$ cat src/rtl/counter_pkg.sv
// -----------------------------------------------------------------------------
// counter_pkg
//   Shared definitions for the modulo-N counter family (up and down variants).
//
//   DEFAULT_MOD  : modulus used when a counter is instantiated without an
//                  explicit MOD (13, matching the original mod-13 counter).
//   cnt_width()  : number of bits needed to hold 0..mod-1, never less than 1.
// -----------------------------------------------------------------------------
package counter_pkg;

    localparam int DEFAULT_MOD = 13;

    // $clog2(1) is 0, which would collapse the count to a zero-width vector,
    // so the width is floored at one bit.
    function automatic int cnt_width(input int mod);
        int w;
        w = $clog2(mod);
        return (w < 1) ? 1 : w;
    endfunction

endpackage

$ cat src/rtl/dff_sync.sv
// -----------------------------------------------------------------------------
// dff_sync
//   Single-bit D flip-flop with synchronous, active-high reset. The reset value
//   is a parameter so a vector of these can power up to an arbitrary constant.
//
//   Parameters:
//     RST_VAL : value loaded into q when rst is high on a rising clk edge
//   Ports:
//     clk : rising-edge clock
//     rst : synchronous active-high reset
//     d   : next-state input
//     q   : registered output
// -----------------------------------------------------------------------------
module dff_sync #(
    parameter logic RST_VAL = 1'b0
) (
    input  logic clk,
    input  logic rst,
    input  logic d,
    output logic q
);

    always_ff @(posedge clk) begin
        if (rst) begin
            q <= RST_VAL;
        end else begin
            q <= d;
        end
    end

endmodule

$ cat src/rtl/mod_n_down_counter.sv
// -----------------------------------------------------------------------------
// mod_n_down_counter
//   Parameterised modulo-N down counter. Counts MOD-1 down to 0 and either wraps
//   back to MOD-1 or, in one-shot mode, halts at 0 and raises a sticky done.
//   A synchronous parallel load (with range clamping) and a combinational
//   terminal-count output allow stages to be cascaded directly.
//
//   Parameters:
//     Modulus  : parameter MOD, 2..65536 (default 13)
//     WIDTH    : derived count width, not overridable
//   Ports:
//     clk      : rising-edge clock
//     rst      : synchronous active-high reset (count=MOD-1, done=0)
//     en       : count enable, one decrement per edge while high
//     load     : parallel-load strobe, takes priority over en
//     load_val : value to load; values >= MOD clamp to MOD-1
//     oneshot  : 0 = wrap at zero, 1 = halt at zero
//     count    : registered current count
//     tc       : combinational terminal count, en & (count == 0)
//     done     : registered sticky one-shot completion flag
//     load_err : one-cycle pulse after a load with an out-of-range value
// -----------------------------------------------------------------------------
module mod_n_down_counter
    import counter_pkg::*;
#(
    parameter  int MOD   = DEFAULT_MOD,
    localparam int WIDTH = cnt_width(MOD)
) (
    input  logic             clk,
    input  logic             rst,
    input  logic             en,
    input  logic             load,
    input  logic [WIDTH-1:0] load_val,
    input  logic             oneshot,
    output logic [WIDTH-1:0] count,
    output logic             tc,
    output logic             done,
    output logic             load_err
);

    // Largest legal count; also the reset and wrap target.
    localparam logic [WIDTH-1:0] MAX_VAL = WIDTH'(MOD - 1);

    logic [WIDTH-1:0] count_next;
    logic             done_next;
    logic             load_err_next;
    logic             at_zero;

    assign at_zero = (count == '0);

    // Zero latency with respect to en so a downstream stage can use it as its
    // enable. It also fires while halted at zero in one-shot mode; a consumer
    // wanting a single borrow must qualify it with ~done.
    assign tc = en & at_zero;

    // Next-state logic, priority load > en > hold (reset lives in the
    // registers). load_err defaults low so it can only ever be a single-cycle
    // pulse. The range compare is at WIDTH bits and is trivially false when the
    // modulus is a power of two, which is exactly when every load_val is legal.
    always_comb begin
        count_next    = count;
        done_next     = done;
        load_err_next = 1'b0;
        if (load) begin
            done_next = 1'b0;
            if (load_val > MAX_VAL) begin
                count_next    = MAX_VAL;
                load_err_next = 1'b1;
            end else begin
                count_next = load_val;
            end
        end else if (en) begin
            if (!at_zero) begin
                count_next = count - WIDTH'(1);
            end else if (oneshot) begin
                count_next = '0;
                done_next  = 1'b1;
            end else begin
                count_next = MAX_VAL;
            end
        end
    end

    // The count register is a row of single-bit flops whose individual reset
    // values are taken from the bits of MOD-1, so reset lands on MOD-1 even for
    // a non-power-of-two modulus.
    for (genvar i = 0; i < WIDTH; i++) begin : g_count_bit
        dff_sync #(
            .RST_VAL (MAX_VAL[i])
        ) u_bit (
            .clk (clk),
            .rst (rst),
            .d   (count_next[i]),
            .q   (count[i])
        );
    end

    always_ff @(posedge clk) begin
        if (rst) begin
            done     <= 1'b0;
            load_err <= 1'b0;
        end else begin
            done     <= done_next;
            load_err <= load_err_next;
        end
    end

endmodule

$ cat config.mk
export PLATFORM = sky130hd
export DESIGN_NAME = mod_n_down_counter
export DESIGN_NICKNAME = d
export VERILOG_FILES = /design/src/rtl/counter_pkg.sv /design/src/rtl/dff_sync.sv /design/src/rtl/mod_n_down_counter.sv
export SDC_FILE = /design/constraint.sdc
export NUM_CORES = 1
export LEC_CHECK = 0
export CORE_AREA = 2 2 39 41
export CTS_CLUSTER_SIZE = 40
export DETAILED_ROUTE_END_ITERATION = 8
export DIE_AREA = 0 0 41 43
export PLACE_DENSITY = 0.58
export SYNTH_ARGS = -nofsm -noshare
export SYNTH_HDL_FRONTEND = slang
export SYNTH_SLANG_ARGS = --single-unit
export TNS_END_PERCENT = 50
$ cat constraint.sdc
create_clock -name clk -period 3.15 [get_ports clk]
set_input_delay 0.7875 -clock clk [delete_from_list [all_inputs] [get_ports clk]]
set_output_delay 0.7875 -clock clk [all_outputs]
set_load 0.02 [all_outputs]
==> impl_results.rst, run 1 <==
.. list-table::
   :header-rows: 1

   * - Metric
     - Value
   * - Sequential share of power
     - 42.3%
   * - Endpoint with the worst hold slack
     - done
   * - Crit Path Category
     - primary input to output port
   * - Total congestion overflow after global routing
     - 0
   * - Normalized max-slew margin
     - 73.3%
   * - Dominant delay contributor by cell family on the critical path
     - buffers and inverters
   * - Launch point of the worst reg-to-reg path
     - g_count_bit[1].u_bit.q
   * - Sink Count
     - 6
   * - Post-synthesis share of cell area spent on and, or, nand and nor gates
     - 34.1%
   * - Origin of the worst min-delay path
     - done
   * - Number of distinct library cell variants in the gate-level netlist after synthesis
     - 24
   * - Worst supply voltage drop on vdd
     - 125 µV
   * - Crit path max fanout
     - 2
   * - Startpoint class of the critical path
     - primary input
   * - Die height
     - 43 µm
   * - Syn Area/Cell
     - 8.13 µm²
   * - Setup violations, final
     - 0
   * - Ratio of cells with drive above 1 in the final layout
     - 12.3%
   * - Post-route clock period utilization
     - 87.4%
   * - Core Footprint
     - 0.00138 mm²
   * - Post-DRT Antenna Nets
     - 0
   * - Post-CTS clock slew at the launch and capture registers of the worst setup and hold paths
     - 40 ps
   * - Share of the synthesized netlist area taken by xor and xnor gates
     - 0%
   * - Max Buffers Root-to-Sink
     - 2
   * - Fraction of the yosys area taken by sequential cells
     - 35.2%
   * - Power after layout
     - 0.000205 W
   * - Via count of the first global-routing pass
     - 328
   * - Global-route wire length before repair
     - 1320 µm
   * - Inst Count DP
     - 70
   * - Cell type contributing the most total cell area after synthesis
     - sky130_fd_sc_hd__dfxtp_1
   * - Actual slew at the worst max-slew pin
     - 391 ps
   * - Commonest cells after routing, fill and taps aside
     - 14 x sky130_fd_sc_hd__clkdlybuf4s50_1, 6 x sky130_fd_sc_hd__dfxtp_1, 4 x sky130_fd_sc_hd__nor2_1
   * - Combinational family with the most area after synthesis
     - simple AND/OR/NAND/NOR gates
   * - Number of inserted filler cells in the final layout
     - 154
   * - Post-Syn Instances
     - 42
   * - Initial drt markers
     - 1
   * - Total Wirelength
     - 770 µm
   * - Post-Synthesis Net Count
     - 51
   * - Post-synthesis mux area share
     - 0%
   * - Count of final hold-check violations
     - 0
   * - Port Buffer Count
     - 15
   * - Wire per inst
     - 10.5 µm
   * - Critical Path Max Stage Delay
     - 480 ps
   * - Global-route total usage across every layer
     - 11.3%
   * - Number of synthesized register bits
     - 6
   * - Number of antenna violations at the first check in global routing
     - 0
   * - Dominant cells by area after synthesis
     - sky130_fd_sc_hd__dfxtp_1 35%, sky130_fd_sc_hd__buf_4 8.8%, sky130_fd_sc_hd__nor2b_1 5.5%
   * - Register-to-Register Setup Slack
     - 1650 ps
   * - Number of placement rows
     - 14
   * - Number of iterations in the first detailed-routing pass
     - 3
   * - Number of ports placed on the die boundary
     - 16
   * - Antenna diode count
     - 0
   * - Area fraction in compound gates after synthesis
     - 19.8%
   * - Summed instance area of the synthesized netlist
     - 342 µm²
   * - Most frequent standard cell in the layout excluding fill and tap cells
     - sky130_fd_sc_hd__clkdlybuf4s50_1
   * - Half-perimeter wire length after detailed placement
     - 574 µm
   * - Cells along the critical path
     - clkdlybuf4s50_1, or3b_4, nor2_1, dlymetal6s2s_1
   * - CTS buffer count
     - 3
   * - Die Wd
     - 41 µm
   * - Power density of the placed cells
     - 396 mW/mm²
   * - Combinational fraction of design power
     - 23.9%
   * - Final max-slew violation count
     - 0
   * - Worst hold path type
     - flip-flop to flip-flop
   * - End of the worst register-to-register path
     - g_count_bit[2].u_bit.q
   * - Critical Path Sink Type
     - output port
   * - Post-synthesis share of cell area spent on full adders, half adders and majority gates
     - 0%
   * - Routability congestion estimate
     - 0.663
   * - Maximum clock frequency
     - 0.363 GHz
   * - Buf/Inv on CP
     - 2
   * - Static leakage
     - 0.203 nW
   * - Via/cell ratio
     - 4.62
   * - Finished Layout Cells
     - 73
   * - Number of cells traversed by the worst register-to-register path
     - 4
   * - Switching share of power
     - 26.0%
   * - Internal portion of total power
     - 0.000152 W
   * - Number of maximum-capacitance violations
     - 0
   * - Switching Power
     - 0.0000534 W
   * - Portion of total power attributed to the clock network
     - 33.8%
   * - Number of buffers inserted for hold repair after clock tree synthesis
     - 0
   * - Data required time of the critical path
     - 2360 ps
   * - Synth warnings
     - 0
   * - Arrival time worst endpoint
     - 1970 ps
   * - Initial core utilization
     - 24.7%
   * - TritonCTS clock tree
     - built
   * - DR vias
     - 337
   * - Post-route DRC violation count
     - 0
   * - Sum Neg Setup Slack
     - 0 ps
   * - Latest clock arrival within the worst-skew pair
     - 240 ps
   * - Post-synthesis to final-layout area growth
     - 51.6%
   * - Post-layout minimum cycle time
     - 2750 ps
   * - Unrepaired setup endpoints after global routing
     - false
   * - Clk root buf
     - sky130_fd_sc_hd__clkbuf_4
   * - Pin count of the biggest net entering global routing
     - 14
   * - Total number of H-tree levels
     - 1
   * - Outcome
     - completed
   * - Cell at the slowest stage of the critical path
     - sky130_fd_sc_hd__clkdlybuf4s50_1
   * - Hold Crit Depth
     - 2
   * - Top-area cell type share of the netlist area
     - 35.2%
   * - Fin Clk Skew
     - 1.33 ps
   * - Final net count
     - 68
   * - Total Die Area
     - 0.00176 mm²
## final cells by class
| cell class | instances | area, µm² | area share [%] |
|---|---|---|---|
| clock buffer | 3 | 22.5 | 4.35 |
| inverter | 1 | 3.75 | 0.725 |
| timing repair buffer | 17 | 168 | 32.4 |
| tap | 16 | 20.0 | 3.86 |
| multi-input combinational | 30 | 184 | 35.5 |
| sequential | 6 | 120 | 23.2 |
## worst max path at each step
stage               from  end  slack, ps  cells past startpoint
finish                en   tc        400                      4
global route          en   tc        340                      4
CTS                   en   tc          3                      4
detailed placement    en   tc         20                      4
global placement      en   tc         40                      4
floorplan             en   tc        890                      2
## power groups by stage
stage	Combinational, W	Clock, W	Sequential (W)
detailed placement	0.0000493	0	0.0000882
finish	0.0000490	0.0000693	0.0000869
global placement	0.0000493	0	0.0000886
global route	0.0000536	0.0000771	0.0000880
CTS	0.0000497	0.0000729	0.0000869
floorplan	0.0000281	0	0.0000872
## synthesized netlist by cell type
library cell and n:
sky130_fd_sc_hd__a21oi_1 3, sky130_fd_sc_hd__nand2_1 2, sky130_fd_sc_hd__clkbuf_1 1, sky130_fd_sc_hd__a21boi_0 1, sky130_fd_sc_hd__inv_1 1, sky130_fd_sc_hd__buf_4 4, sky130_fd_sc_hd__nand3_1 1, sky130_fd_sc_hd__a41oi_1 1
sky130_fd_sc_hd__nor4_1 1, sky130_fd_sc_hd__or2_2 1, sky130_fd_sc_hd__nor2b_1 3, sky130_fd_sc_hd__o311ai_0 1, sky130_fd_sc_hd__nor4b_1 1, sky130_fd_sc_hd__nand3b_1 1, sky130_fd_sc_hd__nor2_1 4, sky130_fd_sc_hd__or3b_4 1
sky130_fd_sc_hd__dfxtp_1 6, sky130_fd_sc_hd__a221oi_1 1, sky130_fd_sc_hd__or4_1 1, sky130_fd_sc_hd__and2_1 1, sky130_fd_sc_hd__nor3_1 2, sky130_fd_sc_hd__o21ai_0 2, sky130_fd_sc_hd__or3_1 1, sky130_fd_sc_hd__a2111oi_0 1
## per-stage QoR
step / hold WS (ps) / setup WS (ps) / utilization (%) / area, µm²
2_1_floorplan: 522 / 890 / - / 342
3_3_place_gp: 520 / 35.1 / 35.6 / 493
3_5_place_dp: 531 / 16.0 / 35.6 / 493
4_1_cts: 540 / 3.04 / 37.3 / 515
5_1_grt: 563 / 342 / 37.4 / 518
6_report: 523 / 396 / 37.4 / 518
## sequential cells by signal, summed over array words and instances (netlist names)
| name | cells |
|---|---|
| done | 1 |
| g_count_bit.u_bit.q | 4 |
| load_err | 1 |
## routing by layer
metal | global-route usage [%] | part of all wire (%) | up-vias
met2 | 15.6 | 45 | 9
met4 | 8.00 | 0.52 | 0
met1 | 14.2 | 49 | 144
li1 | - | - | 182
met3 | 3.14 | 5.5 | 2
met5 | 0 | 0 | -
## logic make-up (layout without fill, tap and decap cells)
| logic type | after synthesis | in the layout |
|---|---|---|
| simple gates | 20 | 20 |
| compound gates | 10 | 10 |
| buf+inv | 6 | 21 |
| flops | 6 | 6 |
## worst min-delay path, stage by stage, from the launching register on
cell,delay (ps)
sky130_fd_sc_hd__dfxtp_1,320
sky130_fd_sc_hd__a41oi_1,50
sky130_fd_sc_hd__nor3_1,110
## what timing repair did
action,CTS,global route
setup buffers,0,0
resized for setup,0,1
endpoints found under the setup margin,0,1
Note: power is estimated with default switching activity, not from simulation.
==> run 2, diff against run 1 <==
--- a/config.mk
+++ b/config.mk
@@ -9,7 +9,7 @@
 export CTS_CLUSTER_SIZE = 40
 export DETAILED_ROUTE_END_ITERATION = 8
 export DIE_AREA = 0 0 41 43
-export PLACE_DENSITY = 0.58
+export PLACE_DENSITY_LB_ADDON = 0.15
 export SYNTH_ARGS = -nofsm -noshare
 export SYNTH_HDL_FRONTEND = slang
 export SYNTH_SLANG_ARGS = --single-unit
==> run 2 against run 1 <==
Clock power fell by 3%. Die area did not move. First-iteration DRC count rose to 11 times the previous value. Combinational power barely moved. Register-to-register slack barely moved.
==> impl_results.rst, run 2 (synthesized netlist as in run 1, its figures left out) <==
.. list-table::
   :header-rows: 1

   * - Metric
     - Value
   * - Global-route total usage across every layer
     - 10.6%
   * - Fin Clk Skew
     - 2.85 ps
   * - Final max-slew violation count
     - 0
   * - Post-synthesis to final-layout area growth
     - 51.6%
   * - Total stage count of the critical path
     - 4
   * - Number of antenna violations at the first check in global routing
     - 0
   * - Maximum clock frequency
     - 0.364 GHz
   * - Post-CTS clock slew at the launch and capture registers of the worst setup and hold paths
     - 40 ps
   * - Routability congestion estimate
     - 0.666
   * - Actual slew at the worst max-slew pin
     - 422 ps
   * - Number of iterations in the first detailed-routing pass
     - 4
   * - Total Wirelength
     - 730 µm
   * - Sink Count
     - 6
   * - Worst supply voltage drop on vdd
     - 251 µV
   * - Crit path max fanout
     - 2
   * - Dominant delay contributor by cell family on the critical path
     - buffers and inverters
   * - Number of maximum-capacitance violations
     - 0
   * - Launch point of the worst reg-to-reg path
     - g_count_bit[1].u_bit.q
   * - Worst hold path type
     - flip-flop to flip-flop
   * - Post-CTS setup repair buffer count
     - 0
   * - Register-to-Register Setup Slack
     - 1650 ps
   * - Count of final hold-check violations
     - 0
   * - Post-route DRC violation count
     - 0
   * - Global-route wire length before repair
     - 1210 µm
   * - Normalized max-slew margin
     - 71.2%
   * - Latest clock arrival within the worst-skew pair
     - 240 ps
   * - Max Buffers Root-to-Sink
     - 2
   * - Post-route clock period utilization
     - 87.2%
   * - Most frequent standard cell in the layout excluding fill and tap cells
     - sky130_fd_sc_hd__clkdlybuf4s50_1
   * - Number of ports placed on the die boundary
     - 16
   * - Clk root buf
     - sky130_fd_sc_hd__clkbuf_4
   * - Total Die Area
     - 0.00176 mm²
   * - Initial drt markers
     - 11
   * - Via count of the first global-routing pass
     - 293
   * - Outcome
     - completed
   * - Unrepaired setup endpoints after global routing
     - false
   * - TritonCTS clock tree
     - built
   * - CP Capture Point
     - tc
   * - Place WS
     - 6.83 ps
   * - Number of flip-flops under the largest register name
     - 4
   * - Initial core utilization
     - 24.7%
   * - Wire per inst
     - 10.0 µm
   * - Critical Path Sink Type
     - output port
   * - Commonest cells after routing, fill and taps aside
     - 14 x sky130_fd_sc_hd__clkdlybuf4s50_1, 6 x sky130_fd_sc_hd__dfxtp_1, 4 x sky130_fd_sc_hd__nor2_1
   * - Cell at the slowest stage of the critical path
     - sky130_fd_sc_hd__clkdlybuf4s50_1
   * - Crit Path Category
     - primary input to output port
   * - Half-perimeter wire length after detailed placement
     - 594 µm
   * - Final net count
     - 68
   * - Switching Power
     - 0.0000518 W
   * - Combinational fraction of design power
     - 24.2%
   * - Total congestion overflow after global routing
     - 0
   * - Via/cell ratio
     - 4.75
   * - Number of cells traversed by the worst register-to-register path
     - 4
   * - Post-DRT Antenna Nets
     - 0
   * - Internal portion of total power
     - 0.000152 W
   * - Sum Neg Setup Slack
     - 0 ps
   * - Buf/Inv on CP
     - 2
   * - Die Wd
     - 41 µm
   * - Arrival time worst endpoint
     - 1960 ps
   * - Data required time of the critical path
     - 2360 ps
   * - Largest reg by FF count
     - g_count_bit.u_bit.q
   * - Sequential share of power
     - 42.6%
   * - Switching share of power
     - 25.5%
   * - Port Buffer Count
     - 15
   * - Startpoint class of the critical path
     - primary input
   * - End of the worst register-to-register path
     - g_count_bit[2].u_bit.q
   * - Cells along the critical path
     - clkdlybuf4s50_1, or3b_4, nor2_1, dlymetal6s2s_1
   * - Static leakage
     - 0.203 nW
   * - Die height
     - 43 µm
   * - Number of placement rows
     - 14
   * - DR vias
     - 347
   * - Critical Path Max Stage Delay
     - 470 ps
   * - Power density of the placed cells
     - 393 mW/mm²
   * - CTS buffer count
     - 3
   * - Top Registers
     - g_count_bit.u_bit.q (4), done (1), load_err (1)
   * - Ratio of cells with drive above 1 in the final layout
     - 12.3%
   * - Setup violations, final
     - 0
   * - Core Footprint
     - 0.00138 mm²
   * - Total number of H-tree levels
     - 1
   * - Post-layout minimum cycle time
     - 2750 ps
   * - Startpoint of the most critical setup path
     - en
   * - Antenna diode count
     - 0
   * - Post-route worst setup slack
     - 403 ps
   * - Pin count of the biggest net entering global routing
     - 14
   * - Portion of total power attributed to the clock network
     - 33.2%
[run 2: through the flow]
stage | power (W) | std cells | cell area, µm² | hold slack (ps) | utilization [%]
after detailed placement | 0.000137 | 70 | 493 | 532 | 35.6
after CTS | 0.000209 | 73 | 515 | 545 | 37.3
after global placement | 0.000138 | 70 | 493 | 532 | 35.6
final | 0.000204 | 73 | 518 | 540 | 37.4
after floorplan | 0.000115 | 42 | 342 | 522 | -
after global routing | 0.000219 | 73 | 518 | 601 | 37.4
[run 2: layout make-up]
class / instances / area, µm²
fillers: 161 / 866
well taps: 16 / 20.0
inverters: 1 / 3.75
multi-input cells: 30 / 184
flip-flops and latches: 6 / 120
repair buffers: 17 / 168
clock buffers: 3 / 22.5
[run 2: per-layer routing]
layer | global-route usage [%] | vias up | wire (µm)
li1 | - | 185 | -
met1 | 15.8 | 147 | 375
met2 | 10.9 | 13 | 291
met3 | 5.24 | 2 | 59
met4 | 8.00 | 0 | 4
met5 | 0 | - | 0
[run 2: tightest hold or removal path, stage by stage (launching register included)]
cell	delay [ps]
sky130_fd_sc_hd__dfxtp_1	330
sky130_fd_sc_hd__a41oi_1	50
sky130_fd_sc_hd__nor3_1	110
[run 2: power groups by stage]
stage | Clock, W | Combinational, W | Sequential, W
after floorplan | 0 | 0.0000281 | 0.0000872
after global placement | 0 | 0.0000495 | 0.0000884
after detailed placement | 0 | 0.0000494 | 0.0000880
after global routing | 0.0000765 | 0.0000543 | 0.0000877
after CTS | 0.0000725 | 0.0000495 | 0.0000866
final | 0.0000675 | 0.0000493 | 0.0000868
[run 2: worst min-delay path by stage]
stage,cells after the start,from,end,slack (ps)
global placement,2,done,done,530
CTS,2,done,done,550
floorplan,2,g_count_bit[2].u_bit.q,g_count_bit[2].u_bit.q,520
finish,2,done,done,540
global route,2,g_count_bit[2].u_bit.q,g_count_bit[2].u_bit.q,600
detailed placement,2,done,done,530
[run 2: what timing repair did]
| item | in CTS | in global routing |
|---|---|---|
| resized for setup | 0 | 1 |
| setup endpoints to repair | 0 | 1 |
| hold buffers | 0 | 0 |
| hold endpoints to repair | 0 | 0 |
==> run 3, diff against run 2 <==
--- a/config.mk
+++ b/config.mk
@@ -9,6 +9,7 @@
 export CTS_CLUSTER_SIZE = 40
 export DETAILED_ROUTE_END_ITERATION = 8
 export DIE_AREA = 0 0 41 43
+export GPL_TIMING_DRIVEN = 1
 export PLACE_DENSITY_LB_ADDON = 0.15
 export SYNTH_ARGS = -nofsm -noshare
 export SYNTH_HDL_FRONTEND = slang
==> results of run 3 <==
No change in the layout: final DEF, timing and power equal those of run 2.
